===== src/rtl/control_sequencer.sv =====
// Microcoded-style control sequencer: fetch/decode/address/execute FSM driving datapath strobes.
// Optional single-step mode is enabled with macro CTRL_SINGLE_STEP_EN.
module control_sequencer #(
  parameter int unsigned ILLEGAL_HALT = 0
) (
  input  logic       clk,
  input  logic       REST,
  input  logic [3:0] OPCODE,
  input  logic       STEP,
  output logic       PC_OUT,
  output logic       PC_INC,
  output logic       PC_LOAD,
  output logic       MAR_LOAD,
  output logic       MEM_RD,
  output logic       MEM_WR,
  output logic       IR_LOAD,
  output logic       ACC_LOAD,
  output logic       ACC_OUT,
  output logic       B_LOAD,
  output logic       ALU_OUT,
  output logic       ALU_SUB,
  output logic       OUT_LOAD,
  output logic       HALTED,
  output logic [2:0] STATE
);

  typedef enum logic [2:0] {
    StF0   = 3'd0,
    StF1   = 3'd1,
    StDec  = 3'd2,
    StA0   = 3'd3,
    StA1   = 3'd4,
    StE0   = 3'd5,
    StE1   = 3'd6,
    StHalt = 3'd7
  } state_t;

  localparam logic [3:0] OpNop = 4'h0;
  localparam logic [3:0] OpLda = 4'h1;
  localparam logic [3:0] OpAdd = 4'h2;
  localparam logic [3:0] OpSub = 4'h3;
  localparam logic [3:0] OpOut = 4'h4;
  localparam logic [3:0] OpSta = 4'h5;
  localparam logic [3:0] OpJmp = 4'h6;
  localparam logic [3:0] OpHlt = 4'hF;

  state_t     state_q;
  state_t     dec_next;
  logic [3:0] op_q;
  logic       step_go;

`ifdef CTRL_SINGLE_STEP_EN
  assign step_go = STEP;
`else
  logic unused_step;
  assign unused_step = STEP;
  assign step_go     = 1'b1;
`endif

  // Only the DEC next-state looks at the live OPCODE; strobes use op_q.
  always_comb begin
    case (OPCODE)
      OpNop:                             dec_next = StF0;
      OpHlt:                             dec_next = StHalt;
      OpOut:                             dec_next = StE0;
      OpLda, OpAdd, OpSub, OpSta, OpJmp: dec_next = StA0;
      default:                           dec_next = (ILLEGAL_HALT != 0) ? StHalt : StF0;
    endcase
  end

  always_ff @(posedge clk) begin
    if (REST) begin
      state_q <= StF0;
      op_q    <= 4'h0;
    end else begin
      unique case (state_q)
        StF0:   if (step_go) state_q <= StF1;
        StF1:   state_q <= StDec;
        StDec: begin
          op_q    <= OPCODE;
          state_q <= dec_next;
        end
        StA0:   state_q <= StA1;
        StA1:   state_q <= (op_q == OpJmp) ? StF0 : StE0;
        StE0:   state_q <= (op_q == OpAdd || op_q == OpSub) ? StE1 : StF0;
        StE1:   state_q <= StF0;
        StHalt: state_q <= StHalt;
      endcase
    end
  end

  always_comb begin
    PC_OUT   = 1'b0;
    PC_INC   = 1'b0;
    PC_LOAD  = 1'b0;
    MAR_LOAD = 1'b0;
    MEM_RD   = 1'b0;
    MEM_WR   = 1'b0;
    IR_LOAD  = 1'b0;
    ACC_LOAD = 1'b0;
    ACC_OUT  = 1'b0;
    B_LOAD   = 1'b0;
    ALU_OUT  = 1'b0;
    ALU_SUB  = 1'b0;
    OUT_LOAD = 1'b0;
    unique case (state_q)
      StF0: begin
        PC_OUT   = step_go;
        MAR_LOAD = step_go;
      end
      StF1: begin
        MEM_RD  = 1'b1;
        IR_LOAD = 1'b1;
        PC_INC  = 1'b1;
      end
      StA0: begin
        PC_OUT   = 1'b1;
        MAR_LOAD = 1'b1;
      end
      StA1: begin
        MEM_RD = 1'b1;
        if (op_q == OpJmp) begin
          PC_LOAD = 1'b1;
        end else begin
          MAR_LOAD = 1'b1;
          PC_INC   = 1'b1;
        end
      end
      StE0: begin
        case (op_q)
          OpLda: begin
            MEM_RD   = 1'b1;
            ACC_LOAD = 1'b1;
          end
          OpAdd, OpSub: begin
            MEM_RD = 1'b1;
            B_LOAD = 1'b1;
          end
          OpSta: begin
            ACC_OUT = 1'b1;
            MEM_WR  = 1'b1;
          end
          OpOut: begin
            ACC_OUT  = 1'b1;
            OUT_LOAD = 1'b1;
          end
          default: ;
        endcase
      end
      StE1: begin
        ALU_OUT  = 1'b1;
        ACC_LOAD = 1'b1;
        ALU_SUB  = (op_q == OpSub);
      end
      StDec, StHalt: ;
    endcase
  end

  assign STATE  = state_q;
  assign HALTED = (state_q == StHalt);

endmodule


===== config.mk =====
export PLATFORM = sky130hd
export DESIGN_NAME = control_sequencer
export DESIGN_NICKNAME = d
export VERILOG_FILES = /design/src/rtl/control_sequencer.sv
export SDC_FILE = /design/constraint.sdc
export NUM_CORES = 1
export LEC_CHECK = 0
export ABC_AREA = 1
export BUFFER_PORTS_ARGS = -buffer_cell sky130_fd_sc_hd__buf_2
export CORE_MARGIN = 8
export CORE_UTILIZATION = 25
export DETAILED_ROUTE_END_ITERATION = 6
export GPL_ROUTABILITY_DRIVEN = 0
export PLACE_DENSITY_LB_ADDON = 0.1
export SLEW_MARGIN = 20
export SYNTH_ARGS = -nofsm -noshare
export SYNTH_HDL_FRONTEND = slang
export SYNTH_SLANG_ARGS = --single-unit

===== constraint.sdc =====
create_clock -name clk -period 3.1 [get_ports clk]
set_input_delay 0 -clock clk [delete_from_list [all_inputs] [get_ports clk]]
set_output_delay 0 -clock clk [all_outputs]
set_load 0.05 [all_outputs]

==> flow_summary.yaml, run 1 <==
outcome:
  status: "complete, no violations"
yosys:
  syn_area_um2: 533
  ys_seq_area_frac: 0.263
  synth_top_area_share: 0.263
  yosysUniqueCellTypes: 12
  synth_largest_area_cell: "dfxtp_1"
  synthesis.instances: 93
  synth_seq_cells: 7
  yosys_warnings: 0
  syn_nets: 103
  avgSynthCellArea_um2: 5.73
  netlist_top_cells_area: "dfxtp_1, nor2_1, inv_1, nand2_1, nand3_1"
floorplan:
  ioPinCount: 24
  core_area_um2: 1980
  fp.dieW_um: 62.2
  die_h_um: 62.2
  start_util: 0.269
  row_count: 16
  die-area_um2: 3870
clock_network:
  htree_levels: 1
  cts_tree: "done"
  clk_pin_slew_ns: 0.05
  cts_buffer_depth: 2
  hold_buffers: 0
  clkSinkCount: 7
  root_buffer: "clkbuf_4"
  post_cts_buffers: 0
  post_cts_resized: 0
  cts_inserted_buffers: 3
  clock_latency_ns: 0.25
drt:
  routed.top_layer: "met3"
  routed_via_density: 4.22
  drtIter0Drc: 10
  wl_per_cell_um: 9.75
  totalWireLength_mm: 1.42
  wl_met2_um: 660
  wl_met1_um: 681
  wl_met3_um: 81
  vias: 616
  drcViolationCount: 0
  drt-pass1-iter-count: 4
  postRouteAntennaNets: 0
layout:
  layout.cells.most_common_list: "buf_2, nor2_1, inv_1, nand2_1, nand3_1"
  syn_to_final_growth_pct: 33.1
  instances_no_fill: 146
  final_common_cell: "buf_2"
  fillCellCount: 241
  diodes: 0
  nNetsFinal: 130
  drive_gt1_frac: 0.227
worst_setup_path:
  path_class: "flop to output port"
  crit_arrival_ns: 1.47
  startpoint_type: "flop"
  cp-end-kind: "output port"
  cp.required_ns: 3.10
  path_max_fanout: 7
  reg2reg_slack_ns: 1.94
  worstReg2RegEnd: "STATE[1]"
  worstRegToRegCells: 7
  rr_startpoint: "STATE[1]"
pwr:
  p_seq_frac: 0.251
  p_int_w: 0.000224
  pwr-share-clk: 0.160
  power_density_nw_per_um2: 707
  p_leak_nw: 0.407
  netSwitchingPower_w: 0.000277
  swShare: 0.553
  vdd_ir_drop_max_uv: 343
  combinationalPowerShare: 0.588
sta:
  fin_tns_setup_ns: 0
  fmax_mhz: 679
  setup_violations: 0
  min_period_ns: 1.47
  skew_ns: 0.000849
  relSlewSlack: 0.806
  finalHoldViolCount: 0
  tightest_slew_ns: 0.291
  rsz0062_at_grt: "false"
  min_period_over_period: 0.475
  drv_slew: 0
grt:
  grt_pass1_wl_mm: 2.53
  grt_pass1_vias: 607
  grt_max_degree: 9
  grt-ovfl-total: 0
  antenna_found_initial: 0
  grt_usage: 0.0753
min_path:
  hp-class: "input pin to flop"
  min_to: "STATE[2]"
  whs_path_depth: 2
  min_from: "REST"
placement:
  dp_hpwl_mm: 1.23
  dp_cells: 142
  portBuffers: 22
run:
  drv_cap: 0
[through the flow]
step	power (W)	hold WS, ns	setup slack, ns	utilization	instance area (um2)
3_5_place_dp	0.000427	0.271	1.88	0.345	683
6_report	0.000501	0.0127	1.63	0.358	709
3_3_place_gp	0.000427	0.269	1.90	0.345	683
5_1_grt	0.000546	0.00519	1.44	0.358	709
4_1_cts	0.000510	0.00657	1.61	0.358	709
2_1_floorplan	0.000360	0.0724	0.462	-	539
[layer usage]
layer | track usage | vias to the layer above
met4 | 0 | 0
li1 | - | 344
met1 | 0.0851 | 256
met5 | 0 | -
met3 | 0.0394 | 0
met2 | 0.129 | 16
[how the worst max path moves through the flow]
stage                     cells past startpoint  startpoint  endpoint
after floorplan                               4    STATE[2]   ALU_SUB
after global placement                        6    STATE[0]   ALU_SUB
after detailed placement                      6    STATE[0]   ALU_SUB
after CTS                                     6    STATE[0]   ALU_SUB
after global routing                          5    STATE[2]    MEM_RD
final                                         6    STATE[0]   ALU_SUB
[worst max-delay path, stage by stage, from the launching register on]
cell and delay [ns]:
dfxtp_1 0.36, inv_1 0.11, nand2_1 0.07, nor2_1 0.15, inv_1 0.08, nor4_2 0.14
buf_2 0.30
[power by group through the flow]
stage / Sequential, W / Combinational, W / Clock [W]
floorplan: 0.000155 / 0.000205 / 0
global placement: 0.000128 / 0.000299 / 0
detailed placement: 0.000128 / 0.000299 / 0
CTS: 0.000126 / 0.000299 / 0.0000847
global route: 0.000129 / 0.000323 / 0.0000932
finish: 0.000126 / 0.000295 / 0.0000804
[synthesized netlist by cell type, drive strengths merged]
library cell,count
nand3,13
nor3,1
nor4,1
a21oi,3
nor2,22
nand4,1
nand2,19
inv,19
a211oi,4
dfxtp,7
ha,3
[flip-flops by register name (all words and copies together), names as in the netlist]
signal and cells:
op_q 4, STATE 3
[final cells by class]
cell class                 instances  area, um2  area share
sequential                         7        140       0.198
multi-input combinational         67        328       0.462
clock buffer                       4       26.3      0.0370
tap                               27       33.8      0.0476
timing repair buffer              22        110       0.155
inverter                          19       71.3       0.101
[cells by family after synthesis]
kind of cell             Yosys count  synth area share
AO/OA/AOI/OAI                      7            0.0845
adder cells (fa/ha/maj)            3            0.0704
buffers and inverters             19             0.134
flip-flops                         7             0.263
AND/OR/NAND/NOR                   57             0.448
Power figures use the tool's default switching activity.
==> inputs of run 2 (changes only) <==
==> constraint.sdc (replaced) <==
create_clock -name clk -period 1.47 [get_ports clk]
set_input_delay 0 -clock clk [delete_from_list [all_inputs] [get_ports clk]]
set_output_delay 0 -clock clk [all_outputs]
set_load 0.05 [all_outputs]
==> run 2 against run 1 <==
  * Largest cell class unchanged
  * Utilization rose by 6.9 points
  * Final area rose by 19%
  * Clock skew rose by 0.0022 ns
  * Highest routed layer unchanged
  * Sequential share of layout area fell by 1.9 points
  * Clock power rose by 110%
  * Die area did not move
  * Non-clock buffer count rose by 3
  * Critical endpoint unchanged
  * Critical path depth fell by 1
  * Sequential power rose by 130%
==> flow_summary.yaml, run 2 (synthesized netlist as in run 1, its figures left out) <==
sta:
  skew_ns: 0.00305
  min_period_over_period: 0.966
  fmax_mhz: 704
  rsz0062_at_grt: "true"
  relSlewSlack: 0.810
  setup_violations: 0
  worst_slack_ns: 0.0500
  min_period_ns: 1.42
  drv_slew: 0
  finalHoldViolCount: 0
  tightest_slew_ns: 0.284
  fin_tns_setup_ns: 0
worst_setup_path:
  cpMaxStageDelayCell: "dfxtp_4"
  critical_path.top_delay_family: "buffers and inverters"
  worstSetupStartpoint: "STATE[2]"
  cp-end-kind: "output port"
  path_class: "flop to output port"
  rr_startpoint: "STATE[2]"
  crit_arrival_ns: 1.42
  crit_buf_inv: 3
  cp.required_ns: 1.47
  path_max_fanout: 7
  crit_chain: "clkinvlp_4 > nor2_4 > inv_2 > nor4_4 > buf_6"
  startpoint_type: "flop"
  slowest_delay_ns: 0.37
run:
  drv_cap: 0
pwr:
  combinationalPowerShare: 0.610
  p_seq_frac: 0.244
  p_int_w: 0.000544
  power_density_nw_per_um2: 1390
  p_leak_nw: 0.430
  netSwitchingPower_w: 0.000636
  pwr-share-clk: 0.146
  vdd_ir_drop_max_uv: 766
  swShare: 0.539
layout:
  final_util: 0.427
  layout.cells.most_common_list: "nor2_1, nand2_1, inv_1, nand3_1, buf_2"
  multi_input_area_um2: 377
  design_area_um2: 846
  fillCellCount: 217
  top_register: "op_q"
  largest_reg_flops: 4
  nNetsFinal: 133
  seqCellArea_um2: 151
  syn_to_final_growth_pct: 58.7
  diodes: 0
  drive_gt1_frac: 0.361
clock_network:
  cts_inserted_buffers: 3
  clock_latency_ns: 0.25
  root_buffer: "clkbuf_4"
  cts_tree: "done"
  clk_pin_slew_ns: 0.05
  cts_buffer_depth: 2
  clkSinkCount: 7
  htree_levels: 1
grt:
  antenna_found_initial: 0
  grt_pass1_wl_mm: 2.68
  grt-ovfl-total: 0
  grt_usage: 0.0809
  grt_max_degree: 9
  grt_pass1_vias: 631
drt:
  drt-pass1-iter-count: 3
  drtIter0Drc: 5
  totalWireLength_mm: 1.51
  vias: 657
  drcViolationCount: 0
  wl_per_cell_um: 10.2
  postRouteAntennaNets: 0
  routed_via_density: 4.41
floorplan:
  fp.dieW_um: 62.2
  ioPinCount: 24
  core_area_um2: 1980
  die_h_um: 62.2
  die-area_um2: 3870
  start_util: 0.269
  row_count: 16
placement:
  dp_slack_ns: 0.264
  dp_hpwl_mm: 1.26
  dpl_cell_area_um2: 722
  portBuffers: 22
outcome:
  status: "complete, no violations"
min_path:
  min_from: "OPCODE[0]"
  hp-class: "input pin to flop"
run 2: cell types whose count changed in the layout (fill, tap and decap cells not counted), sizes merged:
cell / before / now
clkbuf: 4 / 6
clkinvlp: 0 / 1
dlygate4sd3: 0 / 1
inv: 19 / 18
run 2: power by group through the flow:
stage	logic [W]	registers, W	clock network (W)
final	0.000720	0.000288	0.000172
after global routing	0.000785	0.000296	0.000199
after CTS	0.000652	0.000277	0.000181
after detailed placement	0.000649	0.000280	0
after global placement	0.000649	0.000281	0
after floorplan	0.000450	0.000337	0
run 2: metrics by stage:
stage          hold slack [ns]  total power [W]  cells
6_report                0.0677          0.00118    149
5_1_grt                 0.0665          0.00128    149
4_1_cts                 0.0636          0.00111    147
3_5_place_dp             0.261         0.000929    142
3_3_place_gp             0.259         0.000930    142
2_1_floorplan           0.0627         0.000787     93
run 2: worst reg2reg max path, stage by stage (launching register included):
cell and delay [ns]:
dfxtp_4 0.37, clkinvlp_4 0.19, buf_4 0.19, nand3_1 0.09
nand3_1 0.10, nor2_1 0.09, nor2_1 0.04
run 2: repair_timing:
action / in CTS / in global routing
setup buffers: 0 / 2
gates resized for setup: 0 / 31
hold buffers: 1 / 0
setup endpoints to repair: 0 / 10
endpoints found under the hold margin: 3 / 0
run 2: routing by layer:
layer / share of wire / vias to the layer above / global-route usage / wire (um)
met5: 0 / - / 0 / 0
met4: 0 / 0 / 0.00583 / 0
met3: 0.075 / 0 / 0.0466 / 113
met2: 0.48 / 12 / 0.132 / 726
met1: 0.44 / 294 / 0.0925 / 673
li1: - / 351 / - / -
run 2: final timing paths:
path,cells after the start,slack [ns],end
max,5,0.05,ALU_SUB
min reg2reg,2,0.48,op_q[3]
min,3,0.07,op_q[0]
max reg2reg,6,0.29,STATE[0]
run 2: layout make-up:
cell class                      instances  area share
Clock buffer                            4      0.0311
Timing Repair Buffer                   25       0.216
Tap cell                               27      0.0399
Multi-Input combinational cell         67       0.445
Sequential cell                         7       0.179
Inverter                               19      0.0888
